==> src/rtl/pipe_pkg.sv <==
// pipe_pkg
// Shared pipeline definitions for the forwarding controller.
//   FWD_* select codes driven onto the EX-stage 4:1 operand muxes:
//     FWD_RF     - register-file value
//     FWD_EXMEM  - EX/MEM result
//     FWD_MEMWB  - MEM/WB result
//     FWD_WBHOLD - WB-hold register (value retired the previous cycle)
//   sb_entry_t   - one scoreboard slot {valid, dst, is_load}
//   SB_ENTRY_W   - width of a scoreboard slot
//   sb_hit()     - true when a slot holds a pending write to a register
package pipe_pkg;

  localparam int REG_W      = 5;
  localparam int SB_ENTRY_W = 1 + REG_W + 1;

  localparam logic [1:0] FWD_RF     = 2'b00;
  localparam logic [1:0] FWD_EXMEM  = 2'b01;
  localparam logic [1:0] FWD_MEMWB  = 2'b10;
  localparam logic [1:0] FWD_WBHOLD = 2'b11;

  typedef struct packed {
    logic             valid;
    logic [REG_W-1:0] dst;
    logic             is_load;
  } sb_entry_t;

  // A slot matches a source register only while it carries a live write
  // to exactly that register.
  function automatic logic sb_hit(input sb_entry_t e, input logic [REG_W-1:0] r);
    return e.valid && (e.dst == r);
  endfunction

endpackage

==> src/rtl/fwd_sel.sv <==
// fwd_sel
// Purely combinational operand-select generator for one EX operand mux.
// Ports:
//   src   - source register read by the ID-stage instruction
//   used  - the instruction really reads src
//   ex_e  - scoreboard slot of the instruction currently in EX
//   mem_e - scoreboard slot of the instruction currently in MEM
//   wb_e  - scoreboard slot of the instruction currently in WB
//   sel   - 2-bit select code for the consumer's EX cycle
module fwd_sel
  import pipe_pkg::*;
(
  input  logic [REG_W-1:0] src,
  input  logic             used,
  input  sb_entry_t        ex_e,
  input  sb_entry_t        mem_e,
  input  sb_entry_t        wb_e,
  output logic [1:0]       sel
);

  // The nearest older writer holds the newest value, so the youngest slot
  // wins. Each slot moves one stage by the time the consumer reaches EX,
  // hence EX slot -> EX/MEM bypass, MEM slot -> MEM/WB bypass and WB slot
  // -> WB-hold register. Register 0 is hardwired and never forwarded.
  always_comb begin
    sel = FWD_RF;
    if (used && (src != '0)) begin
      if (sb_hit(ex_e, src)) begin
        sel = FWD_EXMEM;
      end else if (sb_hit(mem_e, src)) begin
        sel = FWD_MEMWB;
      end else if (sb_hit(wb_e, src)) begin
        sel = FWD_WBHOLD;
      end
    end
  end

endmodule

==> src/rtl/fwd_ctrl.sv <==
// fwd_ctrl
// Forwarding and load-use hazard controller for a 5-stage pipeline.
// Ports:
//   clk, rst_n                 - clock, asynchronous active-low reset
//   id_valid, id_rs, id_rt     - ID-stage instruction and its sources
//   id_rs_used, id_rt_used     - which sources the instruction reads
//   id_wreg, id_wdst           - the instruction writes register id_wdst
//   id_is_load                 - the instruction is a load
//   flush                      - kill the ID-stage instruction
//   hold                       - freeze the whole pipeline
//   fwd_a, fwd_b               - registered EX operand select codes (rs, rt)
//   stall                      - combinational load-use stall request
//   ex_bubble                  - registered: EX holds no instruction
//   stall_cnt                  - saturating count of stall cycles
module fwd_ctrl
  import pipe_pkg::*;
(
  input  logic             clk,
  input  logic             rst_n,
  input  logic             id_valid,
  input  logic [REG_W-1:0] id_rs,
  input  logic [REG_W-1:0] id_rt,
  input  logic             id_rs_used,
  input  logic             id_rt_used,
  input  logic             id_wreg,
  input  logic [REG_W-1:0] id_wdst,
  input  logic             id_is_load,
  input  logic             flush,
  input  logic             hold,
  output logic [1:0]       fwd_a,
  output logic [1:0]       fwd_b,
  output logic             stall,
  output logic             ex_bubble,
  output logic [31:0]      stall_cnt
);

  sb_entry_t  ex_e;
  sb_entry_t  mem_e;
  sb_entry_t  wb_e;
  sb_entry_t  id_e;
  logic [1:0] sel_a;
  logic [1:0] sel_b;
  logic       use_a;
  logic       use_b;
  logic       kill;

  fwd_sel u_sel_a (
    .src   (id_rs),
    .used  (id_rs_used),
    .ex_e  (ex_e),
    .mem_e (mem_e),
    .wb_e  (wb_e),
    .sel   (sel_a)
  );

  fwd_sel u_sel_b (
    .src   (id_rt),
    .used  (id_rt_used),
    .ex_e  (ex_e),
    .mem_e (mem_e),
    .wb_e  (wb_e),
    .sel   (sel_b)
  );

  // A load's data is not available until the end of MEM, so a consumer
  // directly behind it must wait one cycle. Flush overrides the stall
  // (the consumer is gone anyway) and hold suppresses it since nothing
  // advances. During reset the EX slot is cleared, so stall stays low.
  always_comb begin
    use_a = id_rs_used && (id_rs != '0) && (ex_e.dst == id_rs);
    use_b = id_rt_used && (id_rt != '0) && (ex_e.dst == id_rt);
    stall = id_valid && !flush && !hold && ex_e.valid && ex_e.is_load &&
            (use_a || use_b);
  end

  // Scoreboard slot for the ID instruction; writes to register 0 are
  // discarded because nothing can ever consume them.
  always_comb begin
    id_e.valid   = id_wreg && (id_wdst != '0);
    id_e.dst     = id_wdst;
    id_e.is_load = id_is_load;
    kill         = stall || flush || !id_valid;
  end

  // Scoreboard shift and select-code registers advance together so the
  // codes line up with the consumer's EX cycle. A killed ID instruction
  // becomes a bubble in EX. hold freezes everything including the counter.
  always_ff @(posedge clk or negedge rst_n) begin
    if (!rst_n) begin
      ex_e      <= '0;
      mem_e     <= '0;
      wb_e      <= '0;
      fwd_a     <= FWD_RF;
      fwd_b     <= FWD_RF;
      ex_bubble <= 1'b1;
      stall_cnt <= '0;
    end else if (!hold) begin
      wb_e  <= mem_e;
      mem_e <= ex_e;
      if (kill) begin
        ex_e      <= '0;
        fwd_a     <= FWD_RF;
        fwd_b     <= FWD_RF;
        ex_bubble <= 1'b1;
      end else begin
        ex_e      <= id_e;
        fwd_a     <= sel_a;
        fwd_b     <= sel_b;
        ex_bubble <= 1'b0;
      end
      if (stall && (stall_cnt != 32'hFFFF_FFFF)) begin
        stall_cnt <= stall_cnt + 32'd1;
      end
    end
  end

endmodule
==> config.mk <==
export PLATFORM = sky130hd
export DESIGN_NAME = fwd_ctrl
export DESIGN_NICKNAME = d
export VERILOG_FILES = /design/src/rtl/pipe_pkg.sv /design/src/rtl/fwd_sel.sv /design/src/rtl/fwd_ctrl.sv
export SDC_FILE = /design/constraint.sdc
export NUM_CORES = 1
export LEC_CHECK = 0
export CAP_MARGIN = 0
export CORE_ASPECT_RATIO = 0.75
export CORE_MARGIN = 1.5
export CORE_UTILIZATION = 25
export DETAILED_ROUTE_END_ITERATION = 8
export DONT_BUFFER_PORTS = 1
export SLEW_MARGIN = 20
export SYNTH_ARGS = -nofsm -noshare
export SYNTH_HDL_FRONTEND = slang
export SYNTH_SLANG_ARGS = --single-unit
==> constraint.sdc <==
create_clock -name clk -period 4.75 [get_ports clk]
set_input_delay 0.475 -clock clk [delete_from_list [all_inputs] [get_ports clk]]
set_output_delay 0.475 -clock clk [all_outputs]
set_load 0.02 [all_outputs]
Word-level counts from Yosys, hierarchy flattened. Index checks and enable logic that the tools add are counted.

Add/sub/neg operators: 1. Equal/unequal tests: 7. Muxes and demuxes: 12. Bitwise operators: 1. Reductions and logical operators: 27.

Operator list (number): adder 32 x 1 -> 32 bit, second input constant (1); inequality test 32 bit, second input constant (1); equality test 5 bit (6); two-way mux 2 bit (10); logical AND 1 bit (17); nonzero test 5 bit (3); two-way mux 7 bit (1); zero test 1 bit (3); logical OR 1 bit (3); AND reduction 2 bit (1); two-way mux 1 bit (1); NOT 1 bit (1).

Bits in registers: 56. Output and inout port bits: 38. Word-level logic and storage cells: 59.

Longest topological paths before layout.
Word-level depth: 9. Gate-level depth with buffers: 9.

Cells and area by module. A second synthesis with hierarchy kept.

Cells, all modules: 291. Area, all modules: 3213.1 sq um.

By module, submodules not included: fwd_ctrl (instances 1, cells each 237, area an instance 2790.2 sq um, sequential area each 1452.6 sq um); fwd_sel (instances 2, cells each 27, area an instance 211.5 sq um, sequential area each 0.0 sq um).

Worst setup path before layout. No wires, ideal clock.

Path type: register -> register. From: register stall_cnt[10]. To: register stall_cnt[1]. Data arrival time: 2.209 ns. Slack: 2.414 ns. Stages on the path, launching flop included: 9. Path buffers: 2. Cell sequence: dfrtp_1 -> nand4_1 -> or4_1 -> buf_2 -> or2_4 -> nand2b_4 -> buf_6 -> nand2_1 -> mux2_1.

Cells in the longest elaborated chain, start to end: 3.

RTL lines: from (decl) (line fwd_ctrl.sv:34) `output logic [31:0] stall_cnt`; from (signal assigned) (line fwd_ctrl.sv:112) `stall_cnt <= stall_cnt + 32'd1;`; inequality test 32 bit (line fwd_ctrl.sv:111) `if (stall && (stall_cnt != 32'hFFFF_FFFF)) begin`; logical AND 1 bit (line fwd_ctrl.sv:111); AND reduction 2 bit (no line).

Every way passes these cells. A chain may end at the register's enable or synchronous reset.

Worst setup path after layout.
From: register ex_e[5] (netlist name). To: output stall.

Cells in the longest elaborated chain, start to end: 4.

RTL lines: equality test 5 bit, on equally long branches (line fwd_ctrl.sv:70, fwd_ctrl.sv:71); logical AND 1 bit, on equally long branches (line fwd_ctrl.sv:70, fwd_ctrl.sv:71); logical OR 1 bit (*) (line fwd_ctrl.sv:73) `(use_a || use_b);`; logical AND 1 bit (*) (line fwd_ctrl.sv:72) `stall = id_valid && !flush && !hold && ex_e.valid && ex_e.is_load &&`; to (decl) (line fwd_ctrl.sv:32) `output logic stall,`.

Mark *: on every way between the ends. The rest lies on a longest branch, timed or not.

==> results.md <==
- The number of buffers and inverters on the critical path is 0.
- In the synthesized netlist the dominant register cell turns out to be sky130_fd_sc_hd__dfrtp_1.
- The largest total area in the synthesized netlist belongs to sky130_fd_sc_hd__dfrtp_1.
- The tool flagged a number of max-cap violations equal to 0.
- The die covers 12,550 um^2.
- The total of fill cells in the finished design is 1,226.
- Along the worst path, the maximum fanout reaches 33.
- The total global routing overflow is 0.
- At the end of routability-driven placement, the weighted congestion stood at 0.9142.
- The run finished with clean final reports.
- The worst slack after detailed placement is 1859 ps.
- The cell area that synthesis handed to floorplanning was 2969 um^2.
- The critical path's largest stage delay is 880 ps.
- Summing internal, switching and leakage power gives 937.0 uW.
- During synthesis, Yosys emitted a total of 0 warnings.
- The start-to-end type of the worst setup path is reg -> out.
- STA classifies the critical path startpoint as a register.
- The number of nets in the synthesized netlist is 291.
- The clock network is responsible for 39.4% of the overall power.
- The number of optimization iterations in the first detailed-route pass is 4.
- Entering global routing, the biggest net connects 56 pins.
- Across every metal layer, demand over resource in global routing totals 11.52%.
- The clock slew seen by the registers of the worst setup and hold paths is 70 ps.
- The average vias per placed instance is 4.740.
- Dividing the detail-routed wire length by the instance count gives 16.02 um.
- The routed design has 6.840 mm of wire.
- The CTS buffer count is 5.
- After clock tree synthesis, the repair step resized 0 gates.
- Final hold analysis gives a worst-case slack of 26.07 ps.
- The number of different library cells used by synthesis comes to 42.
- Among all cell types in the netlist, the one instantiated most often is sky130_fd_sc_hd__dfrtp_1.
- The analysis attributes to cell leakage a power of 0.001344 uW.
- In this run switching power makes up 21.76% of total power.
- The clock passes through at most 2 buffers.
- For this design the ratio of total power to cell area is 285.1 nW/um^2.
- The sequential-to-total area share from yosys stat is 47.24%.
- The half-perimeter wire length of the detailed placement result is 5.125 mm.
- The count of final max-slew check failures is 0.
- The highest attainable clock frequency is 361.7 MHz.
- At the end of the flow, the number of nets in the layout was 289.
- The routed layout has 2,024 vias.
- The share of total power dissipated in sequential elements is 54.3%.
- The final period demand of the worst path is 2765 ps.
- The number of storage elements in the synthesis netlist is 56.
- Yosys attributes the largest share of cell area to sky130_fd_sc_hd__dfrtp_1 46%, sky130_fd_sc_hd__xnor2_1 12%, sky130_fd_sc_hd__xor2_1 6.2%, sky130_fd_sc_hd__mux2_2 4.6%, sky130_fd_sc_hd__nand4_1 2.9%.
- The clock tree root buffer cell is sky130_fd_sc_hd__clkbuf_16.
- The total negative slack for setup checks is 0 ps.
- From bottom edge to top edge, the die measures 97.38 um.
- The internal power of the cells totals 733.1 uW.
- Setup repair after global routing left no endpoint under its margin.
- The largest voltage drop on the vdd net is 0.0001097 V.
- In this run the tool buffered the top-level ports with 0 buffer cells.
- The initial utilization of the core area, before any placement, comes to 25.66%.
- Data on the critical path is required at its endpoint by 4280 ps.
- Once detail routing completed, the nets flagged for antenna violations numbered 0.
- Setup slack closes at 1985 ps.
- The first global-routing pass estimated 11.33 mm of wire.
- The core region is 11,570 um^2.
- The signal on the critical path passes through xnor2_1 -> nand3_1 -> nor3_1 -> a32o_2.
- For this block, the initial DRC count from the detailed router was 66.
- The synthesized design contains 0 enable-type register cells.
- The via count of the first global-routing pass is 2,047.
- The path class of the lowest-slack min-delay path is in -> async.
- The worst clock skew on the final layout is 5.405 ps.
- The clock latency of the later-clocked register in the worst-skew pair is 290 ps.
- The transition time at the pin with the least slew margin is 948.6 ps.
- For this design the total switching power over the nets is 203.9 uW.
- The dominant delay contributor by cell family on the critical path is compound AO/OA/AOI/OAI gates.
- The synthesized design devotes to its leading area cell type 46.35% of total area.
- The synthesized instance count is 266.
- The post-route netlist has 13.58% of its cells at a drive strength greater than 1.
- For this design the top-level I/O count stands at 62.
- STA classifies the critical path endpoint as a primary output.
- The H-tree generated during clock tree synthesis spans 2 levels.
- The count of standard-cell rows is 34.
- The mean instance size in the synthesized netlist is 11.16 um^2.
- After detailed routing, the number of remaining DRC violations is 0.
- Counting flops with an async set or reset pin after synthesis yields a share of 100.0%.
- Dividing the final minimum period by the clock period gives 58.21%.
- The number of antenna violations at the first check in global routing was 0.
- The total count of hold-check failures in the final report was 0.
- The commonest cells after synthesis are 55 x sky130_fd_sc_hd__dfrtp_1, 39 x sky130_fd_sc_hd__xnor2_1, 21 x sky130_fd_sc_hd__xor2_1, 15 x sky130_fd_sc_hd__nand2_1, 14 x sky130_fd_sc_hd__nand4_1.
- The die is 128.8 um wide.
- The CTS tree is yes.
- Setup violations remaining at the end of the flow were counted as 0.
- The antenna diode count is 0.
- The area added between synthesis and finish is 10.70%.
- The worst-case headroom to the max-slew limit is 36.76%.
- Per report_power, the combinational group accounts for 6.3% of the total.
- The number of sinks handled by clock tree synthesis is 56.
- The arrival time of data at the critical path endpoint is 2290 ps.
- On the critical path, the stage with the largest delay is an instance of sky130_fd_sc_hd__a32o_2.
-- final timing paths --
path	slack, ps	to	startpoint	cells after the start
min in group clk	240	ex_bubble$_DFFE_PN1N_	hold	1
worst min register to register	530	ex_bubble$_DFFE_PN1N_	ex_bubble$_DFFE_PN1N_	2
max in group asynchronous	4470	stall_cnt[1]$_DFFE_PN0P_	rst_n	1
worst max register to register	2050	stall_cnt[30]$_DFFE_PN0P_	ex_e[5]$_DFFE_PN0N_	6
worst min-delay path	30	ex_bubble$_DFFE_PN1N_	rst_n	0
worst max-delay path	1990	stall	ex_e[5]$_DFFE_PN0N_	4
-- state kept, by name, indices dropped and copies added (netlist names) --
signal     cells
fwd_a          2
mem_e          6
wb_e           6
fwd_b          2
stall_cnt     32
ex_e           7
ex_bubble      1
-- power by group through the flow --
stage | registers (uW) | clock network, uW | logic [uW]
after floorplan | 512 | 0 | 45.5
after global placement | 516 | 0 | 47.3
after detailed placement | 518 | 0 | 47.7
after CTS | 508 | 379 | 60.3
after global routing | 510 | 399 | 66.9
final | 509 | 369 | 59.3
-- cells in the final DEF (no fill, tap or decap), types with 2 or more instances in the layout --
| cell | synthesis | routed |
|---|---|---|
| sky130_fd_sc_hd__xor2_1 | 21 | 21 |
| sky130_fd_sc_hd__nor3b_1 | 2 | 2 |
| sky130_fd_sc_hd__inv_1 | 2 | 2 |
| sky130_fd_sc_hd__mux2_2 | 12 | 12 |
| sky130_fd_sc_hd__a22o_1 | 9 | 9 |
| sky130_fd_sc_hd__nand4_1 | 14 | 14 |
| sky130_fd_sc_hd__nand4b_1 | 2 | 2 |
| sky130_fd_sc_hd__nand3_1 | 11 | 11 |
| sky130_fd_sc_hd__mux2_1 | 2 | 2 |
| sky130_fd_sc_hd__a32o_1 | 4 | 3 |
| sky130_fd_sc_hd__or3_1 | 2 | 2 |
| sky130_fd_sc_hd__or4_1 | 3 | 3 |
| sky130_fd_sc_hd__clkbuf_16 | 0 | 5 |
| sky130_fd_sc_hd__a31oi_1 | 2 | 2 |
| sky130_fd_sc_hd__a21oi_1 | 3 | 3 |
| sky130_fd_sc_hd__dfrtp_1 | 55 | 55 |
| sky130_fd_sc_hd__xnor2_1 | 39 | 39 |
| sky130_fd_sc_hd__nor2_1 | 12 | 12 |
| sky130_fd_sc_hd__nand4_2 | 2 | 2 |
| sky130_fd_sc_hd__nand3_2 | 7 | 7 |
| sky130_fd_sc_hd__clkbuf_1 | 4 | 2 |
| sky130_fd_sc_hd__nor4_1 | 4 | 4 |
| sky130_fd_sc_hd__nand2_1 | 15 | 15 |
| sky130_fd_sc_hd__and3_1 | 10 | 10 |
| sky130_fd_sc_hd__nor3_1 | 8 | 8 |
-- routing by layer --
layer | GRT usage [%] | vias to the layer above | wire length, um
met3 | 4.240 | 7 | 623
met5 | 0 | - | 0
li1 | - | 955 | -
met4 | 3.976 | 0 | 76
met1 | 15.36 | 1007 | 3161
met2 | 17.11 | 55 | 2978
-- final cells by class --
type	instances	area [um^2]	share of cell area (%)
inverter	2	7.507	0.2284
tap	162	202.7	6.167
clock buffer	8	146.4	4.454
sequential	56	1403	42.67
multi-input combinational	198	1500	45.64
timing repair buffer	1	27.53	0.8375
-- cells by family after synthesis --
| kind of cell | after synthesis | synth area share (%) |
|---|---|---|
| XOR/XNOR | 60 | 17.70 |
| buffers and inverters | 12 | 2.275 |
| AND/OR/NAND/NOR | 102 | 21.45 |
| flip-flops | 56 | 47.24 |
| multiplexers | 14 | 5.310 |
| adder cells (fa/ha/maj) | 1 | 0.4213 |
| AO/OA/AOI/OAI | 21 | 5.605 |
-- through the flow --
stage,util [%],cells,area (um^2)
5_1_grt,28.41,427,3287
4_1_cts,28.41,427,3287
3_5_place_dp,26.90,418,3113
2_1_floorplan,-,266,2969
6_report,28.41,427,3287
3_3_place_gp,26.90,418,3113
-- repair_timing --
action                                 4_1_cts  5_1_grt
hold buffers                                 1        0
buffers inserted                             0        0
endpoints found under the hold margin       55        0
Note: power is estimated with default switching activity, not from simulation.
